===== config.mk =====
export PLATFORM = sky130hd
export DESIGN_NAME = serial_add_ctrl
export DESIGN_NICKNAME = d
export VERILOG_FILES = /design/src/rtl/serial_add_defs.sv /design/src/rtl/full_adder.sv /design/src/rtl/half_adder.sv /design/src/rtl/serial_add_ctrl.sv
export SDC_FILE = /design/constraint.sdc
export NUM_CORES = 1
export LEC_CHECK = 0
export ABC_AREA = 0
export BUFFER_PORTS_ARGS = -buffer_cell sky130_fd_sc_hd__buf_2
export CORE_MARGIN = 2
export CORE_UTILIZATION = 45
export DETAILED_ROUTE_END_ITERATION = 8
export HOLD_SLACK_MARGIN = 0.1
export PLACE_DENSITY_LB_ADDON = 0.1
export SLEW_MARGIN = 5
export SYNTH_ARGS = -nofsm -noshare
export SYNTH_HDL_FRONTEND = slang
export SYNTH_SLANG_ARGS = --single-unit

===== constraint.sdc =====
create_clock -name clk -period 1.7 [get_ports clk]
set_clock_uncertainty 0.15 [all_clocks]
set_input_delay 0 -clock clk [delete_from_list [all_inputs] [get_ports clk]]
set_output_delay 0 -clock clk [all_outputs]
set_load 0.02 [all_outputs]

===== src/rtl/serial_add_defs.sv =====
// Shared encodings for the bit-serial add/subtract unit: FSM states and op codes.
package serial_add_defs;

   localparam logic [1:0] S_IDLE = 2'd0;
   localparam logic [1:0] S_RUN  = 2'd1;
   localparam logic [1:0] S_DONE = 2'd2;

   localparam logic OP_ADD = 1'b0;
   localparam logic OP_SUB = 1'b1;

   typedef enum logic [1:0] {
      IDLE = S_IDLE,
      RUN  = S_RUN,
      DONE = S_DONE
   } state_t;

endpackage


===== src/rtl/full_adder.sv =====
// Single-bit full adder composed of two half-adder cells.
module full_adder (
   input  logic x,
   input  logic y,
   input  logic ci,
   output logic s,
   output logic co
);

   logic s1;
   logic c1;
   logic c2;

   half_adder u_ha0 (.a(x),  .b(y),  .s(s1), .c(c1));
   half_adder u_ha1 (.a(s1), .b(ci), .s(s),  .c(c2));

   assign co = c1 | c2;

endmodule


===== src/rtl/half_adder.sv =====
// Single-bit half adder cell.
module half_adder (
   input  logic a,
   input  logic b,
   output logic s,
   output logic c
);

   assign s = a ^ b;
   assign c = a & b;

endmodule


===== src/rtl/serial_add_ctrl.sv =====
// Bit-serial N-bit add/subtract: one full adder reused LSB-first over N cycles,
// sequenced by a start/done handshake.
module serial_add_ctrl
   import serial_add_defs::*;
#(
   parameter int N = 8
) (
   input  logic         clk,
   input  logic         rst,
   input  logic         start,
   input  logic         op_sub,
   input  logic [N-1:0] a,
   input  logic [N-1:0] b,
   output logic         busy,
   output logic         done,
   output logic [N-1:0] result,
   output logic         cout,
   output logic         overflow
);

   localparam int CW = (N > 1) ? $clog2(N) : 1;
   localparam logic [CW-1:0] LAST   = CW'(N - 1);
   localparam logic [CW-1:0] PENULT = CW'((N > 1) ? (N - 2) : 0);

   state_t        state;
   logic [N-1:0]  sa;
   logic [N-1:0]  sb;
   logic          carry;
   logic          c_msb_in;
   logic [CW-1:0] count;
   logic          sum;
   logic          co;
   logic [N-1:0]  result_shifted;

   full_adder u_fa (
      .x  (sa[0]),
      .y  (sb[0]),
      .ci (carry),
      .s  (sum),
      .co (co)
   );

   // New sum bit enters at the MSB so the LSB lands in bit 0 after N shifts.
   generate
      if (N == 1) begin : g_res1
         assign result_shifted = sum;
      end else begin : g_resn
         assign result_shifted = {sum, result[N-1:1]};
      end
   endgenerate

   always_ff @(posedge clk or posedge rst) begin
      if (rst) begin
         state    <= IDLE;
         sa       <= '0;
         sb       <= '0;
         carry    <= 1'b0;
         c_msb_in <= 1'b0;
         count    <= '0;
         busy     <= 1'b0;
         done     <= 1'b0;
         result   <= '0;
         cout     <= 1'b0;
         overflow <= 1'b0;
      end else begin
         case (state)
            IDLE, DONE: begin
               done <= 1'b0;
               if (start) begin
                  sa       <= a;
                  sb       <= (op_sub == OP_SUB) ? ~b : b;
                  carry    <= op_sub;
                  // Covers N=1, where the carry into the MSB is the initial carry.
                  c_msb_in <= op_sub;
                  count    <= '0;
                  busy     <= 1'b1;
                  state    <= RUN;
               end else begin
                  state <= IDLE;
               end
            end
            RUN: begin
               sa     <= sa >> 1;
               sb     <= sb >> 1;
               result <= result_shifted;
               carry  <= co;
               count  <= count + CW'(1);
               if (N > 1 && count == PENULT) begin
                  c_msb_in <= co;
               end
               if (count == LAST) begin
                  state    <= DONE;
                  busy     <= 1'b0;
                  done     <= 1'b1;
                  cout     <= co;
                  overflow <= c_msb_in ^ co;
               end
            end
            default: begin
               state <= IDLE;
               busy  <= 1'b0;
               done  <= 1'b0;
            end
         endcase
      end
   end

endmodule


# == Yosys cells after proc, flatten, opt, wreduce, memory -nomap -nowiden ==
# Cells that the tools add are included.
# word_totals
elab_cells,52
reg_bits,35
in_bits,20
# classes
n_reduce_logical,7
n_bitwise,7
n_addsub,1
eq_ne,7
mux,19
# op_table
cell,n
8-bit one-hot mux with 2 select lines,2
8-bit two-way mux,3
8-bit NOT,1
1-bit two-way mux,7
3-bit == test (second input constant),2
2-bit != test (second input constant),3
1-bit one-hot mux with 2 select lines,3
3-bit one-hot mux with 2 select lines,1
2-bit AND reduction,3
2-bit one-hot mux with 2 select lines,1
3-bit by 1-bit adder with 3-bit output (second input constant),1
3-bit two-way mux,1
3-bit AND reduction,1
1-bit bitwise XOR,3
1-bit bitwise AND,2
2-bit by 1-bit == test with 1-bit output (second input constant),1
2-bit == test (second input constant),1
2-bit zero test,1
2-bit two-way mux,1
2-bit nonzero test,1
2-bit OR reduction,1
1-bit OR,1

# == Longest topological paths before layout ==
# depth
depth_word,5
depth_mapped,5
ltp_nobuf,5

# == By module ==
# A second synthesis with hierarchy kept.
# hier_totals
cells_unflattened,149
hier_area_um2,1551.5
# modules_own_cells
mod,cells_per_inst,n_inst,area_each_um2
serial_add_ctrl,146,1,1520.2
half_adder,1,2,12.5
full_adder,1,1,6.3

# == Least setup slack after synthesis ==
# No wires, ideal clock.
# synth_timing
path_type,register -> register
start,"reg, netlist name done"
end,reg cout
arrival_time_ps,1177
setup_slack_ps,249
stages_incl_launch_ff,5
period_less_slack_ps,1451
path_cell_list,dfrtp_1 -> nor2b_4 -> buf_6 -> and2_4 -> mux2_2
# synth_lines
item,line_no,rtl
to (signal assigned),serial_add_ctrl.sv:95,cout <= co;
to (decl),serial_add_ctrl.sv:17,"output logic cout,"

# == Worst setup path in the final report ==
# layout_timing
start,in b[2]
end,reg sb[2]
# layout_between
elab_chain_cells,4
# layout_lines
item,line_no,rtl
from (decl),serial_add_ctrl.sv:13,"input logic [N-1:0] b,"
8-bit NOT,serial_add_ctrl.sv:71,sb <= (op_sub == OP_SUB) ? ~b : b;
8-bit two-way mux *,serial_add_ctrl.sv:71,
8-bit two-way mux *,serial_add_ctrl.sv:69,if (start) begin
8-bit one-hot mux with 2 select lines *,serial_add_ctrl.sv:66,case (state)
to (signal assigned),serial_add_ctrl.sv:71,
to (signal assigned),serial_add_ctrl.sv:84,sb <= sb >> 1;
to (decl),serial_add_ctrl.sv:27,logic [N-1:0] sb;
# Every way passes the cells marked *; elsewhere a longest branch is shown, timed or not. The select of a mux whose other input is x is not followed.
# A chain may end at the register's enable or synchronous reset.

==> impl_metrics.yaml <==
pwr:
  vdd_drop_max_v: 0.000736
  power_mw: 3.44
  leakagePower_nw: 1.04
  power_density_mw_per_mm2: 1660
route:
  wire_per_inst_um: 12.3
  first_pass_iters: 5
  vias: 1265
  drt_iter0_markers: 61
  viasPerCell: 4.98
  ant_nets: 0
  drt_drc_violations_left: 0
  wl_um: 3120
grt:
  grt_pass1_wl_um: 5700
  grt_pass1_vias: 1323
  grt_overflow: 0
  antenna_found_initial: 0
  grt_usage_pct: 18.8
  grt_start_max_net_pins: 35
placement:
  placed_area_mm2: 0.00173
  dp_hpwl_um: 2040
  portBuffers: 31
  post-place-cells: 219
  dp_worst_setup_slack_ns: 0.190
  gp_congestion: 0.767
sta:
  finalSetupViolCount: 0
  tns_ns: 0
  whs_ns: 0.148
  post-route-period-util_pct: 96.9
  rsz0062_at_grt: "no"
  fmax_ghz: 0.607
  timing.final.ws_setup_ns: 0.0529
  slew_headroom_pct: 64.3
  finalMaxSlewViolations: 0
  hold_violations: 0
  worstMarginPinSlew_ns: 0.535
  period_minus_slack_ns: 1.65
clock_tree:
  clk_pin_slew_ns: 0.09
  tritoncts: "done"
  cts-root-buf: "clkbuf_4"
  insertion_delay_ns: 0.32
  clockBufferDepth: 2
  h-tree-depth: 2
  cts_buffers: 5
  cts_resized: 0
  clkSinkCount: 34
status:
  status: "completed"
floorplan:
  coreArea_mm2: 0.00331
  dieArea_mm2: 0.00389
  start_util_pct: 46.3
  die_w_um: 62.4
  die_y_um: 62.4
  core.rowCount: 21
  ios: 32
cells_and_area:
  num_antenna_cells: 0
  syn_to_final_growth_pct: 35.8
  fin_util_pct: 62.8
  drive_gt1_share_pct: 23.6
  fin_cells: 254
  postLayoutCellArea_mm2: 0.00208
  fillers: 280
  nNetsFinal: 231
worst_setup_path:
  crit_fanout: 1
  cp_data_arrival_time_ns: 1.71
  r2r_start: "count[0]"
  end_kind: "register"
  crit_path_start_kind: "input pin"
  crit_start: "b[2]"
  critPathKind: "in -> reg"
  worst_ep_required_time_ns: 1.76
synth:
  synth-main-ff-cell: "dfrtp_1"
  yosysWarnings: 0
  synth_area_mm2: 0.00153
  ys_types: 28
  ys_top_cells_by_count: "nand2_1, dfrtp_1, nor2_1"
  synth_edf_count: 0
  ys_seq_area_share_pct: 55.5
  syn-num-nets: 170
  ys_async_sr_fraction_pct: 100
  netlist_instances: 146
  synth_seq_cells: 34
  syn_area_per_cell_um2: 10.5
  yosys.area.top_type: "dfrtp_1"
  synth_top_area_share_pct: 55.5
  synth_most_common_cell: "nand2_1"
  netlist_top_cells_area: "dfrtp_1, nand2_1, a221o_1"
flow_run:
  drv_cap: 0
min_path:
  hold_path_class: "in -> async"
layout make-up:
class	count	area [um^2]	share of cell area [%]
Multi-Input combinational cell	100	616	29.6
Tap cell	46	57.6	2.77
Clock buffer	8	78.8	3.79
Inverter	2	7.51	0.361
Sequential cell	34	851	40.9
Timing Repair Buffer	64	470	22.6
kinds of logic (layout without fill, tap and decap cells):
| logic type | Yosys count | after routing | share of synthesized area, % |
|---|---|---|---|
| compound gates | 26 | 26 | 13.4 |
| xor+xnor | 9 | 9 | 5.14 |
| fa+ha+maj | 4 | 4 | 3.76 |
| buf+inv | 12 | 74 | 4.33 |
| flops | 34 | 34 | 55.5 |
| mux | 1 | 1 | 0.735 |
| simple gates | 60 | 60 | 17.1 |
cells in the final DEF, fill, tap and decap left out, types with 5 or more instances in the layout:
cell type	synthesis	layout
a221o_1	7	7
xnor2_1	8	8
buf_2	5	31
a22oi_1	7	7
clkbuf_4	0	5
dfrtp_1	34	34
nor2_1	9	9
dlygate4sd3_1	0	27
buf_4	0	6
nand3_1	8	8
nand2_1	37	37
final timing paths:
check	to	slack, ns	depth (start not counted)
setup reg to reg	cout	0.17	4
max in group asynchronous	sa[5]	0.96	4
setup / recovery	sb[2]	0.05	6
min in group clk	sa[6]	0.27	4
hold reg to reg	result[0]	0.33	2
hold / removal	busy	0.15	4
worst max-delay path, stage by stage:
cell and delay (ns):
dlygate4sd3_1 0.54, buf_2 0.13, xnor2_1 0.14, dlygate4sd3_1 0.58
nor2_1 0.05, a221o_1 0.27
where the power goes:
part           total (mW)  internal (mW)  leakage [nW]  switching (mW)
clock network       0.535          0.283        0.0446           0.252
logic                1.49          0.658         0.573           0.834
registers            1.42           1.18         0.424           0.242
timing repair:
action	4_1_cts	5_1_grt
hold endpoints to repair	54	0
buffers inserted	0	0
hold buffers	27	0
routing by layer:
metal  wire [um]  global-route usage [%]  vias to the layer above
met4          36                    8.33                        0
met1        1390                    21.7                      596
li1            -                       -                      620
met5           0                       0                        -
met3         153                    4.53                        5
met2        1540                    33.0                       44
flip-flops by register name, summed over array words and instances (netlist names):
| signal | cells |
|---|---|
| c_msb_in | 1 |
| overflow | 1 |
| sb | 8 |
| state | 1 |
| result | 8 |
| done | 1 |
| busy | 1 |
| sa | 8 |
| count | 3 |
| carry | 1 |
| cout | 1 |
Power figures use the tool's default switching activity.
